### src/rtl/video_timing_pkg.sv
// Shared constants and types for the raster timing generator.
package video_timing_pkg;

    // 1280x720p60 raster: 1650 x 750 total
    localparam int unsigned H_ACTIVE_720P = 1280;
    localparam int unsigned H_FP_720P     = 110;
    localparam int unsigned H_SYNC_720P   = 40;
    localparam int unsigned H_BP_720P     = 220;
    localparam int unsigned V_ACTIVE_720P = 720;
    localparam int unsigned V_FP_720P     = 5;
    localparam int unsigned V_SYNC_720P   = 5;
    localparam int unsigned V_BP_720P     = 20;

    // Coordinate / counter widths
    localparam int unsigned X_W = 11;
    localparam int unsigned Y_W = 10;

    typedef enum logic {
        IDLE = 1'b0,
        RUN  = 1'b1
    } vtg_state_e;

    // Total length of one axis (line or frame) in pixels or lines.
    function automatic int unsigned axis_total(input int unsigned active,
                                               input int unsigned fp,
                                               input int unsigned sync,
                                               input int unsigned bp);
        return active + fp + sync + bp;
    endfunction

endpackage

### src/rtl/sync_axis_cnt.sv
// One raster axis counter: active, front porch, sync, back porch, then wrap.
module sync_axis_cnt
    import video_timing_pkg::*;
#(
    parameter int unsigned ACTIVE = 8,
    parameter int unsigned FP     = 2,
    parameter int unsigned SYNC   = 2,
    parameter int unsigned BP     = 3,
    parameter int unsigned W      = 11
) (
    input  logic         clk_i,
    input  logic         rst_ni,
    input  logic         clear_i,
    input  logic         step_i,
    output logic [W-1:0] cnt_o,
    output logic         last_o,
    output logic         active_o,
    output logic         sync_region_o
);

    localparam int unsigned TOTAL = axis_total(ACTIVE, FP, SYNC, BP);

    localparam logic [W-1:0] LAST_VAL   = W'(TOTAL - 1);
    localparam logic [W-1:0] ACTIVE_END = W'(ACTIVE);
    localparam logic [W-1:0] SYNC_START = W'(ACTIVE + FP);
    // BP >= 1 keeps this below TOTAL, so it always fits in W bits
    localparam logic [W-1:0] SYNC_END   = W'(ACTIVE + FP + SYNC);

    logic [W-1:0] cnt_d, cnt_q;

    // Region decode straight from the current count
    always_comb begin
        last_o        = (cnt_q == LAST_VAL);
        active_o      = (cnt_q < ACTIVE_END);
        sync_region_o = (cnt_q >= SYNC_START) && (cnt_q < SYNC_END);
    end

    // Next count: clear wins, otherwise step and wrap at the end of the axis
    always_comb begin
        cnt_d = cnt_q;
        if (clear_i) begin
            cnt_d = '0;
        end else if (step_i) begin
            cnt_d = last_o ? '0 : cnt_q + W'(1);
        end
    end

    // Counter register
    always_ff @(posedge clk_i or negedge rst_ni) begin
        if (!rst_ni) begin
            cnt_q <= '0;
        end else begin
            cnt_q <= cnt_d;
        end
    end

    assign cnt_o = cnt_q;

endmodule

### src/rtl/video_timing_gen.sv
// Raster timing generator: syncs, blank, pixel coordinates, frame pulse and counter.
module video_timing_gen
    import video_timing_pkg::*;
#(
    parameter int unsigned H_ACTIVE = H_ACTIVE_720P,
    parameter int unsigned H_FP     = H_FP_720P,
    parameter int unsigned H_SYNC   = H_SYNC_720P,
    parameter int unsigned H_BP     = H_BP_720P,
    parameter int unsigned V_ACTIVE = V_ACTIVE_720P,
    parameter int unsigned V_FP     = V_FP_720P,
    parameter int unsigned V_SYNC   = V_SYNC_720P,
    parameter int unsigned V_BP     = V_BP_720P,
    parameter bit          HS_POL   = 1'b1,
    parameter bit          VS_POL   = 1'b1
) (
    input  logic           clk_i,
    input  logic           rst_ni,
    input  logic           en_i,
    output logic           hsync_o,
    output logic           vsync_o,
    output logic           blank_o,
    output logic [X_W-1:0] x_o,
    output logic [Y_W-1:0] y_o,
    output logic           frame_start_o,
    output logic [7:0]     frame_cnt_o,
    output logic           running_o
);

    vtg_state_e state_d, state_q;

    logic [X_W-1:0] h_cnt;
    logic [Y_W-1:0] v_cnt;
    logic           h_last, h_active, h_sync;
    logic           v_last, v_active, v_sync;
    logic           run, frame_end, pix_active;

    logic           hsync_d, hsync_q;
    logic           vsync_d, vsync_q;
    logic           blank_d, blank_q;
    logic [X_W-1:0] x_d, x_q;
    logic [Y_W-1:0] y_d, y_q;
    logic           frame_start_d, frame_start_q;
    logic [7:0]     frame_cnt_d, frame_cnt_q;
    logic           running_d, running_q;

    // Counters sit at zero in IDLE so the first RUN cycle is pixel (0,0)
    sync_axis_cnt #(
        .ACTIVE (H_ACTIVE),
        .FP     (H_FP),
        .SYNC   (H_SYNC),
        .BP     (H_BP),
        .W      (X_W)
    ) u_h_cnt (
        .clk_i         (clk_i),
        .rst_ni        (rst_ni),
        .clear_i       (!run),
        .step_i        (run),
        .cnt_o         (h_cnt),
        .last_o        (h_last),
        .active_o      (h_active),
        .sync_region_o (h_sync)
    );

    // Line counter advances on the last pixel of each line, so vsync edges land on h_cnt=0
    sync_axis_cnt #(
        .ACTIVE (V_ACTIVE),
        .FP     (V_FP),
        .SYNC   (V_SYNC),
        .BP     (V_BP),
        .W      (Y_W)
    ) u_v_cnt (
        .clk_i         (clk_i),
        .rst_ni        (rst_ni),
        .clear_i       (!run),
        .step_i        (run && h_last),
        .cnt_o         (v_cnt),
        .last_o        (v_last),
        .active_o      (v_active),
        .sync_region_o (v_sync)
    );

    // Run control: en is only honoured in IDLE or on the last pixel of a frame
    always_comb begin
        run       = (state_q == RUN);
        frame_end = run && h_last && v_last;
        state_d   = state_q;
        case (state_q)
            IDLE:    if (en_i) state_d = RUN;
            RUN:     if (frame_end && !en_i) state_d = IDLE;
            default: state_d = IDLE;
        endcase
    end

    // Output next-state, decoded from the live counters
    always_comb begin
        pix_active    = run && h_active && v_active;
        hsync_d       = (run && h_sync) ? HS_POL : ~HS_POL;
        vsync_d       = (run && v_sync) ? VS_POL : ~VS_POL;
        blank_d       = !pix_active;
        x_d           = pix_active ? h_cnt : '0;
        y_d           = pix_active ? v_cnt : '0;
        frame_start_d = run && (h_cnt == '0) && (v_cnt == '0);
        running_d     = run;
        frame_cnt_d   = frame_end ? frame_cnt_q + 8'd1 : frame_cnt_q;
    end

    // FSM state and registered outputs
    always_ff @(posedge clk_i or negedge rst_ni) begin
        if (!rst_ni) begin
            state_q       <= IDLE;
            hsync_q       <= ~HS_POL;
            vsync_q       <= ~VS_POL;
            blank_q       <= 1'b1;
            x_q           <= '0;
            y_q           <= '0;
            frame_start_q <= 1'b0;
            frame_cnt_q   <= 8'd0;
            running_q     <= 1'b0;
        end else begin
            state_q       <= state_d;
            hsync_q       <= hsync_d;
            vsync_q       <= vsync_d;
            blank_q       <= blank_d;
            x_q           <= x_d;
            y_q           <= y_d;
            frame_start_q <= frame_start_d;
            frame_cnt_q   <= frame_cnt_d;
            running_q     <= running_d;
        end
    end

    assign hsync_o       = hsync_q;
    assign vsync_o       = vsync_q;
    assign blank_o       = blank_q;
    assign x_o           = x_q;
    assign y_o           = y_q;
    assign frame_start_o = frame_start_q;
    assign frame_cnt_o   = frame_cnt_q;
    assign running_o     = running_q;

endmodule

### config.mk
export PLATFORM = sky130hd
export DESIGN_NAME = video_timing_gen
export DESIGN_NICKNAME = d
export VERILOG_FILES = /design/src/rtl/video_timing_pkg.sv /design/src/rtl/sync_axis_cnt.sv /design/src/rtl/video_timing_gen.sv
export SDC_FILE = /design/constraint.sdc
export NUM_CORES = 1
export LEC_CHECK = 0
export CAP_MARGIN = 15
export CORE_MARGIN = 4
export CORE_UTILIZATION = 57
export CTS_CLUSTER_DIAMETER = 60
export DETAILED_ROUTE_END_ITERATION = 12
export PLACE_DENSITY = 0.88
export SYNTH_ARGS = -nofsm -noshare
export SYNTH_HDL_FRONTEND = slang
export SYNTH_SLANG_ARGS = --single-unit
### constraint.sdc
create_clock -name clk_i -period 6.5 [get_ports clk_i]
set_input_delay 0.65 -clock clk_i [delete_from_list [all_inputs] [get_ports clk_i]]
set_output_delay 0.65 -clock clk_i [all_outputs]
set_load 0.02 [all_outputs]
==> run_results.csv <==
group,metric,value,unit
sta,min_period_over_period,0.369,
die,fp.coreArea,4120,sq um
setup_path,worst-path-max-fanout,10,
power,power_report.internal_total,583,uW
yosys,synth-async-reset-ratio,1.00,
yosys,synth_cells,233,
sta,clock_skew,0.00649,ns
global_routing,globalRoute.totalOverflow,0,
yosys,yosys_warnings,0,
global_routing,largest_net_degree_at_the_start_of_global_routing,57,
route,antenna_left,0,
die,io_pins,37,
yosys,synth_area_leader_cell,"sky130_fd_sc_hd__dfrtp_1",
finish,finish.utilization,0.725,
die,start_util,0.604,
power,comb_power_share,0.209,
power,peak_supply_drop,0.138,mV
yosys,synth_compound_area_frac,0.0840,
sta,setup_repair_after_global_routing_missed_its_margin,"false",
cts,clkSlewWorstSetupHoldPaths,0.10,ns
yosys,synth_xor_xnor_area_share,0.0493,
cts,htree_levels,2,
route,postRouteWirelength,4990,um
power,clkPwrFrac,0.269,
setup_path,timing.critical_path.slowest_stage_cell,"sky130_fd_sc_hd__or4_1",
route,route.met2.wl,2380,um
setup_path,r2r_start,"u_h_cnt.cnt_o[7]",
finish,drive_gt1_frac,0.0560,
job,max_cap_viol_count,0,
yosys,post_synth.cell_area_avg,10.7,sq um
cts,cts-root-to-sink-buffers,2,
die,core.rowCount,23,
sta,timing.fmax,417,MHz
yosys,synth_enable_flop_cells,0,
place,dpl.hpwl,3250,um
die,die_w,74.1,um
cts,clock-root-buffer,"sky130_fd_sc_hd__clkbuf_8",
cts,clock_tree_from_tritoncts,"yes",
route,topRoutingLayerUsed,"met4",
setup_path,path_delay_family,"simple AND/OR/NAND/NOR gates",
yosys,synthDistinctLibCells,39,
route,drt_drc_violations_left,0,
power,total_switching_power,245,uW
die,die_h,74.1,um
place,placement.cell_area,2870,sq um
global_routing,antenna_found_initial,0,
sta,min_period,2.40,ns
sta,finalHoldViolations,0,
place,port_buffers,36,
route,viasPerCell,5.89,
yosys,muxShareOfSynthArea,0.00453,
yosys,synth_top_family_by_area,"simple AND/OR/NAND/NOR gates",
cts,cts_buffers,5,
global_routing,first_pass_grt_wire_length,8850,um
cts,clk-insertion-delay-late,0.31,ns
finish,finalNetCount,278,
route,drt-pass1-iter-count,4,
sta,setup-violations-final,0,
finish,stdcell_area,2980,sq um
setup_path,timing.critical_path.arrival,2.63,ns
yosys,yosys_register_bits,56,
sta,slew_headroom,0.401,
finish,fillers,299,
route,total_length_of_routed_met3_wires,338,um
die,die_area,5480,sq um
setup_path,reg2regPathDepth,4,
yosys,synthesis.area,2490,sq um
yosys,post-synth-top-count-cell,"sky130_fd_sc_hd__dfrtp_1",
route,dr.first_iter.drc_count,274,
power,reported_leakage_power,1.32,nW
global_routing,first_global_vias,1885,
place,routability_cong,0.857,
sta,fin_tns_setup,0,ns
yosys,post_synth_most_frequent_cells,"55 x sky130_fd_sc_hd__dfrtp_1, 19 x sky130_fd_sc_hd__nor2_1, 18 x sky130_fd_sc_hd__nand3_1",
yosys,adder_and_majority_gate_portion_of_the_synthesized_area,0.0402,
cts,numClockSinks,56,
outcome,run_status,"completed",
yosys,synth_ff_type,"sky130_fd_sc_hd__dfrtp_1",
power,pwr_per_cell_area,278,nW/um^2
cts,cts_hold_buf,0,
finish,insertedDiodeCount,0,
yosys,synth_top_cells_by_area,"sky130_fd_sc_hd__dfrtp_1 55%, sky130_fd_sc_hd__ha_1 4.0%, sky130_fd_sc_hd__nand3_1 3.6%",
min_path,holdCritPathClass,"input port to async pin",
global_routing,grt.total_usage,0.210,
setup_path,worstPathRequired,6.73,ns
cts,cts_repair_resize_count,0,
yosys,synth_sequential_area_ratio,0.564,
route,dr_total_vias,1874,
setup_path,worstSetupPathType,"flop to flop",
yosys,synthDominantCellAreaShare,0.553,
setup_path,worst_flop_to_flop_path_endpoint,"u_v_cnt.cnt_o[9]",
setup_path,cpMostUsedCell,"sky130_fd_sc_hd__or4_1",
yosys,synth.net_count,244,
route,wl_per_cell,15.7,um
setup_path,crit_buf_inv,0,
power,power.sequential.fraction,0.522,
setup_path,worstPathCellList,"or4_4 -> or4_1 -> or4_1 -> o21ai_0",
finish,area_growth_syn_to_layout,19.9,%
setup_path,reg2reg_setup_slack,4.10,ns
route,wl_met1,2190,um
sta,worst-slew-pin-transition,0.891,ns
cts,cts_post_setup_buffers_inserted,0,
setup_path,cpPeakStageDelay,0.61,ns
yosys,synthSimpleGateAreaFrac,0.221,
power,p_total,828,uW
setup_path,worst_setup_path_start_kind,"flop",
sta,slew_viol_final,0,
setup_path,nature_of_the_critical_path_endpoint,"flop",
power,power_switching_share,0.296,
[worst reg2reg max path, cell delays in order (launching register included)]
cell,delay (ns)
sky130_fd_sc_hd__dfrtp_1,0.47
sky130_fd_sc_hd__or4_4,0.60
sky130_fd_sc_hd__or4_1,0.61
sky130_fd_sc_hd__or4_1,0.56
sky130_fd_sc_hd__o21ai_0,0.09
[layer usage]
| metal | global-route usage | up-vias |
|---|---|---|
| li1 | - | 889 |
| met4 | 0.0785 | 0 |
| met5 | 0 | - |
| met2 | 0.327 | 74 |
| met3 | 0.0486 | 8 |
| met1 | 0.290 | 903 |
[logic make-up (layout without fill, tap and decap cells)]
kind of cell | after synthesis | after routing
multiplexers | 1 | 1
adder cells (fa/ha/maj) | 8 | 8
AO/OA/AOI/OAI | 33 | 33
AND/OR/NAND/NOR | 99 | 99
buffers and inverters | 22 | 57
XOR/XNOR | 14 | 14
flip-flops | 56 | 56
[sequential cells by signal, summed over array words and instances (netlist names)]
name / cells
running_o: 1
x_o: 11
u_v_cnt.cnt_o: 10
u_h_cnt.cnt_o: 11
vsync_o: 1
y_o: 10
frame_start_o: 1
frame_cnt_o: 8
blank_o: 1
run: 1
hsync_o: 1
[final cells by class]
class	count	area, sq um	area share
Clock buffer	6	72.6	0.0243
Timing Repair Buffer	39	378	0.127
Tap cell	50	62.6	0.0210
Clock inverter	2	35.0	0.0117
Sequential cell	56	1400	0.470
Multi-Input combinational cell	155	993	0.333
Inverter	10	37.5	0.0126
[how the worst max path moves through the flow]
stage | start | end | slack, ns | cells past startpoint
after detailed placement | u_h_cnt.cnt_o[7] | u_v_cnt.cnt_o[7] | 4.13 | 4
after global placement | u_h_cnt.cnt_o[7] | u_v_cnt.cnt_o[7] | 4.20 | 4
final | u_h_cnt.cnt_o[7] | u_v_cnt.cnt_o[9] | 4.10 | 4
after floorplan | u_h_cnt.cnt_o[7] | u_v_cnt.cnt_o[9] | 4.28 | 6
after CTS | u_h_cnt.cnt_o[7] | u_v_cnt.cnt_o[7] | 4.11 | 4
after global routing | u_v_cnt.cnt_o[1] | frame_cnt_o[7] | 3.98 | 6
[power groups by stage]
stage / logic [mW] / registers [mW] / clock network, mW
after floorplan: 0.0896 / 0.449 / 0
after global placement: 0.169 / 0.436 / 0
after detailed placement: 0.172 / 0.439 / 0
after CTS: 0.175 / 0.432 / 0.226
after global routing: 0.192 / 0.441 / 0.240
final: 0.173 / 0.432 / 0.223
[per-stage QoR]
stage / setup slack (ns) / hold WS (ns) / instances
detailed placement: 4.13 / 0.471 / 310
CTS: 4.11 / 0.480 / 318
global placement: 4.20 / 0.474 / 310
global route: 3.98 / 0.523 / 318
floorplan: 4.28 / 0.352 / 233
finish: 4.10 / 0.459 / 318
[layout by cell type (no fill, tap or decap), drive strengths merged]
cell	netlist	final
a41oi	2	2
or4	4	4
o31ai	1	1
a21oi	3	3
nand4b	2	2
a21o	2	2
nand4	6	6
xor2	7	7
and3b	1	1
and4	2	2
ha	8	8
dfrtp	55	55
and3	3	3
bufinv	0	1
a2111oi	1	1
nor4	4	4
a31oi	12	12
clkinv	1	2
buf	3	4
mux2	1	1
o31a	1	1
clkbuf	9	6
nand2	9	9
nand3b	1	1
dfstp	1	1
or3	5	5
xnor2	7	7
nor3	9	9
clkdlybuf4s50	0	35
inv	9	9
nor4bb	1	1
o21ai	10	10
and2	14	14
nor2	19	19
nand3	18	18
nor4b	1	1
o2111a	1	1
Power figures use the tool's default switching activity.
